===== src/rtl/en_conditioner.sv =====
// rtl/en_conditioner.sv - synchroniser, two-edge debouncer and auto-repeat enable pulse generator
// Turns a raw button line into one-cycle en pulses for the downstream decade counter.
module en_conditioner #(
  parameter int DB_CYCLES  = 4,
  parameter int RPT_DELAY  = 20,
  parameter int RPT_PERIOD = 10,
  parameter int TMR_W      = 8
) (
  input  logic clk,
  input  logic rst,
  input  logic btn_in,
  input  logic rpt_en,
  output logic en,
  output logic btn_level,
  output logic held
);

  typedef enum logic [2:0] {
    IDLE       = 3'd0,
    DB_PRESS   = 3'd1,
    PRESSED    = 3'd2,
    REPEAT     = 3'd3,
    DB_RELEASE = 3'd4
  } state_t;

  localparam logic [TMR_W-1:0] DB_LAST    = TMR_W'(DB_CYCLES - 1);
  localparam logic [TMR_W-1:0] DELAY_LAST = TMR_W'(RPT_DELAY - 1);
  localparam logic [TMR_W-1:0] RPT_LAST   = TMR_W'(RPT_PERIOD - 1);
  localparam logic [TMR_W-1:0] TMR_ONE    = TMR_W'(1);

  logic             s1_q;
  logic             btn_s_q;
  state_t           state_q;
  state_t           state_d;
  logic [TMR_W-1:0] timer_q;
  logic [TMR_W-1:0] timer_d;
  logic             en_q;
  logic             en_d;
  logic             btn_level_q;
  logic             btn_level_d;
  logic             held_q;
  logic             held_d;

  always_ff @(posedge clk or posedge rst) begin
    if (rst) begin
      s1_q        <= 1'b0;
      btn_s_q     <= 1'b0;
      state_q     <= IDLE;
      timer_q     <= '0;
      en_q        <= 1'b0;
      btn_level_q <= 1'b0;
      held_q      <= 1'b0;
    end else begin
      s1_q        <= btn_in;
      btn_s_q     <= s1_q;
      state_q     <= state_d;
      timer_q     <= timer_d;
      en_q        <= en_d;
      btn_level_q <= btn_level_d;
      held_q      <= held_d;
    end
  end

  always_comb begin
    state_d = state_q;
    timer_d = timer_q;
    case (state_q)
      IDLE: begin
        if (btn_s_q) state_d = DB_PRESS;
      end
      DB_PRESS: begin
        if (!btn_s_q)               state_d = IDLE;
        else if (timer_q == DB_LAST) state_d = PRESSED;
        else                         timer_d = timer_q + TMR_ONE;
      end
      PRESSED: begin
        // Timer parks at the last delay count so a late rpt_en fires on the next edge.
        if (!btn_s_q) begin
          state_d = DB_RELEASE;
        end else if (timer_q == DELAY_LAST) begin
          if (rpt_en) state_d = REPEAT;
        end else begin
          timer_d = timer_q + TMR_ONE;
        end
      end
      REPEAT: begin
        if (!btn_s_q)                 state_d = DB_RELEASE;
        else if (!rpt_en)             state_d = PRESSED;
        else if (timer_q == RPT_LAST) timer_d = '0;
        else                          timer_d = timer_q + TMR_ONE;
      end
      DB_RELEASE: begin
        if (btn_s_q)                 state_d = PRESSED;
        else if (timer_q == DB_LAST) state_d = IDLE;
        else                         timer_d = timer_q + TMR_ONE;
      end
      default: begin
        state_d = IDLE;
      end
    endcase
    if (state_d != state_q) timer_d = '0;
  end

  always_comb begin
    en_d = 1'b0;
    if (state_q == DB_PRESS && state_d == PRESSED) en_d = 1'b1;
    if (state_q == PRESSED && state_d == REPEAT) en_d = 1'b1;
    if (state_q == REPEAT && state_d == REPEAT && timer_q == RPT_LAST) en_d = 1'b1;
    btn_level_d = (state_d == PRESSED) || (state_d == REPEAT) || (state_d == DB_RELEASE);
    held_d      = (state_d == REPEAT);
  end

  assign en        = en_q;
  assign btn_level = btn_level_q;
  assign held      = held_q;

endmodule


===== config.mk =====
export PLATFORM = sky130hd
export DESIGN_NAME = en_conditioner
export DESIGN_NICKNAME = d
export VERILOG_FILES = /design/src/rtl/en_conditioner.sv
export SDC_FILE = /design/constraint.sdc
export NUM_CORES = 1
export LEC_CHECK = 0
export ABC_CLOCK_PERIOD_IN_PS = 2000
export CORE_ASPECT_RATIO = 0.9
export CORE_MARGIN = 3
export CORE_UTILIZATION = 50
export CTS_CLUSTER_DIAMETER = 80
export DETAILED_ROUTE_END_ITERATION = 8
export DONT_BUFFER_PORTS = 1
export HOLD_SLACK_MARGIN = 0.15
export PLACE_DENSITY = 0.71
export SYNTH_ARGS = -nofsm -noshare
export SYNTH_HDL_FRONTEND = slang
export SYNTH_SLANG_ARGS = --single-unit

===== constraint.sdc =====
create_clock -name clk -period 2 [get_ports clk]
set_input_delay 0.4 -clock clk [delete_from_list [all_inputs] [get_ports clk]]
set_output_delay 0.4 -clock clk [all_outputs]
set_load 0.03 [all_outputs]

==> metrics <==
Yosys cell types=35; Slew Limit Headroom=about three fifths; cell taking the most area after synthesis=dfrtp_1; startpoint types=register; Non-Filler Instances=around 140; Placed Cells=133; CP endpoint kind=register; RePlAce Congestion=approximately 0.85; Syn Inst Count=106; clock sinks=16; Root Buffer=clkbuf_4; post-layout util=62.0%; Max VDD drop=roughly 0.55 mV; sequential area share after synthesis=~43%; Setup CP Type=register to register; ratio of cells with drive above 1 in the final layout=between 10% and 20%; full die area=about 2400 sq um; worst-path fanout max=3; CP bufs+invs=1; CP peak stage delay=roughly 0.55 ns; f_max=roughly 520 MHz; Slew Limit Fails=0; grt total ovfl=0; Ys Warns=0; clock skew=0.00647 ns; H-tree Lvls=1; required time worst endpoint=roughly 2.2 ns; Die H=about 47 um; CTS tree=yes; leakage power total=0.434 nW; overall routing resource usage=a little under a fifth; Largest delay share family, worst path=simple AND/OR/NAND/NOR gates; n_diodes=0; # Post-CTS Setup Buffers=0; number of max-cap violations=0; Worst-Margin Slew=between 0.5 and 0.6 ns; Core ar.=between 1500 and 2000 sq um; slowest CP cell=or4_4; count of final setup violators=0; initial antenna violation count=0; I/O Pins=7; P&R area growth vs syn=13.9%; port bufs=0; Placed Area=1000 sq um; Period minus WS final=about 1.9 ns; arrival time at the worst endpoint=2.14 ns; final worst slack=about 0.086 ns; syn avg cell area=8.81 sq um; CTS Buf Count=3; multi-input logic area=roughly 500 sq um; Synth area leaders=dfrtp_1 (43%), a21oi_1 (5.4%), nor2_1 (5.2%); post-synth top area share=roughly 43%; largest net degree at the start of global routing=17; first-pass GRT wire length=between 3000 and 4000 um; final WL=1980 um; dpl ws=between 0.1 and 0.15 ns; Clk Latency, worst-skew pair=around 0.29 ns; status=finished clean; vias per inst=~5.9; #FFs+latches synth=16; DRT Pass-1 Iters=4; Net Count, Synth=between 100 and 150; Reg area=approximately 400 sq um; P per Cell Area=approximately 670 nW/um^2; number of global-route vias before repair=between 700 and 800; routed length per placed instance=between 10 and 15 um; Initial Util=about 54%; post-synthesis cell area=between 900 and 1000 sq um; Iter 0 DRT Violations=33; # fillers=165; Core Rows=14; CTS Buffer Depth=2; Post-DRT Antenna Nets=0; Hold Crit Class=primary input to register; Net count, final=roughly 120; Die Span X=51.5 um; Clk pin slew, worst setup/hold paths=roughly 0.10 ns; fin crit share=~96%; vias post-DR=between 800 and 900; setup TNS=0 ns; final hold violations=0; # DRC=0; Final Cell Area=~1100 sq um; Post-DP HPWL=1460 um; critical path, cell by cell=or4_4, nor3_1, buf_4, nand2_1, a21o_1, o21ai_1
[state kept, by name (all words and copies together), names as in the netlist]
| name | flops |
|---|---|
| btn_s_q | 1 |
| state_q | 3 |
| btn_level | 1 |
| en | 1 |
| s1_q | 1 |
| held | 1 |
| timer_q | 8 |
[routing by layer]
layer  vias up  GRT usage [%]  routed length [um]
met1       384           24.4                 889
met4         0           7.85                  44
met3         6           5.71                 123
met5         -              0                   0
met2        27           30.7                 924
li1        401              -                   -
[Yosys cell counts]
cell type	number
dfrtp_1	16
nor2_1	13
a21oi_1	10
nand2_1	6
inv_1	5
o21ai_0	5
xnor2_1	5
nand2b_1	4
nand3_1	4
a211oi_1	3
nor3_1	3
a22oi_1	2
and2_1	2
buf_2	2
clkbuf_1	2
ha_1	2
nand4_1	2
o31ai_1	2
or4_1	2
a21boi_0	1
a21o_1	1
and2b_1	1
buf_1	1
nand3b_1	1
nor2b_1	1
nor4b_1	1
o2111ai_1	1
o211ai_1	1
o211ai_2	1
o21ai_1	1
o22a_1	1
o22ai_1	1
o32ai_1	1
or3_4	1
or4_4	1
[power breakdown]
part	leakage [nW]	internal [mW]	switching [mW]
clock network	0.0210	0.111	0.106
registers	0.215	0.339	0.0235
logic	0.197	0.0582	0.0738
[cell families after synthesis]
logic type                 after synthesis  share of synthesized area, %
buffers and inverters                   10                          4.29
and+or+nand+nor                         42                          24.0
DFF                                     16                          42.9
AOI/OAI and AO/OA                       31                          21.4
xor gates and xnor gates                 5                          4.69
adders and majority gates                2                          2.68
[cells in the final DEF, fill, tap and decap left out]
cell	n
a211oi_1	3
a21boi_0	1
a21o_1	1
a21oi_1	10
a22oi_1	1
a22oi_2	1
and2_1	2
and2b_1	1
buf_4	8
clkbuf_4	3
clkbuf_8	1
dfrtp_1	16
dlygate4sd3_1	2
ha_1	2
inv_1	5
nand2_1	6
nand2b_1	4
nand3_1	4
nand3b_1	1
nand4_1	2
nor2_1	13
nor2b_1	1
nor3_1	3
nor4b_1	1
o2111ai_1	1
o211ai_1	1
o211ai_2	1
o21ai_0	5
o21ai_1	1
o22a_1	1
o22ai_1	1
o31ai_1	2
o32ai_1	1
or3_4	1
or4_1	2
or4_4	1
xnor2_1	5
[cell type report]
cell class / instances / area share [%]
well taps: 24 / 2.82
repair buffers: 10 / 7.53
clock buffers: 4 / 3.41
inverters: 5 / 1.76
flip-flops and latches: 16 / 37.6
multi-input cells: 80 / 46.8
[path summary, 6_finish.rpt]
check,cells past startpoint,start,endpoint,slack (ns)
max,6,timer_q[6]$_DFFE_PP0P_,en$_DFF_PP0_,0.09
min,2,rpt_en,state_q[0]$_DFF_PP0_,0.27
max reg2reg,6,timer_q[6]$_DFFE_PP0P_,en$_DFF_PP0_,0.09
min reg2reg,0,s1_q$_DFF_PP0_,btn_s_q$_DFF_PP0_,0.36
max in group asynchronous,2,rst,timer_q[6]$_DFFE_PP0P_,0.99
min in group asynchronous,2,rst,state_q[2]$_DFF_PP0_,0.61
[what timing repair did]
action,in CTS,in global routing
hold buffers,2,0
resized for setup,0,1
endpoints found under the setup margin,0,1
endpoints found under the hold margin,17,0
[stage by stage]
stage / hold slack [ns] / power, mW
2_1_floorplan: 0.314 / 0.455
3_3_place_gp: 0.335 / 0.494
3_5_place_dp: 0.340 / 0.495
4_1_cts: 0.271 / 0.714
5_1_grt: 0.270 / 0.751
6_report: 0.272 / 0.712
No activity file was read; power rests on OpenSTA's default activity.
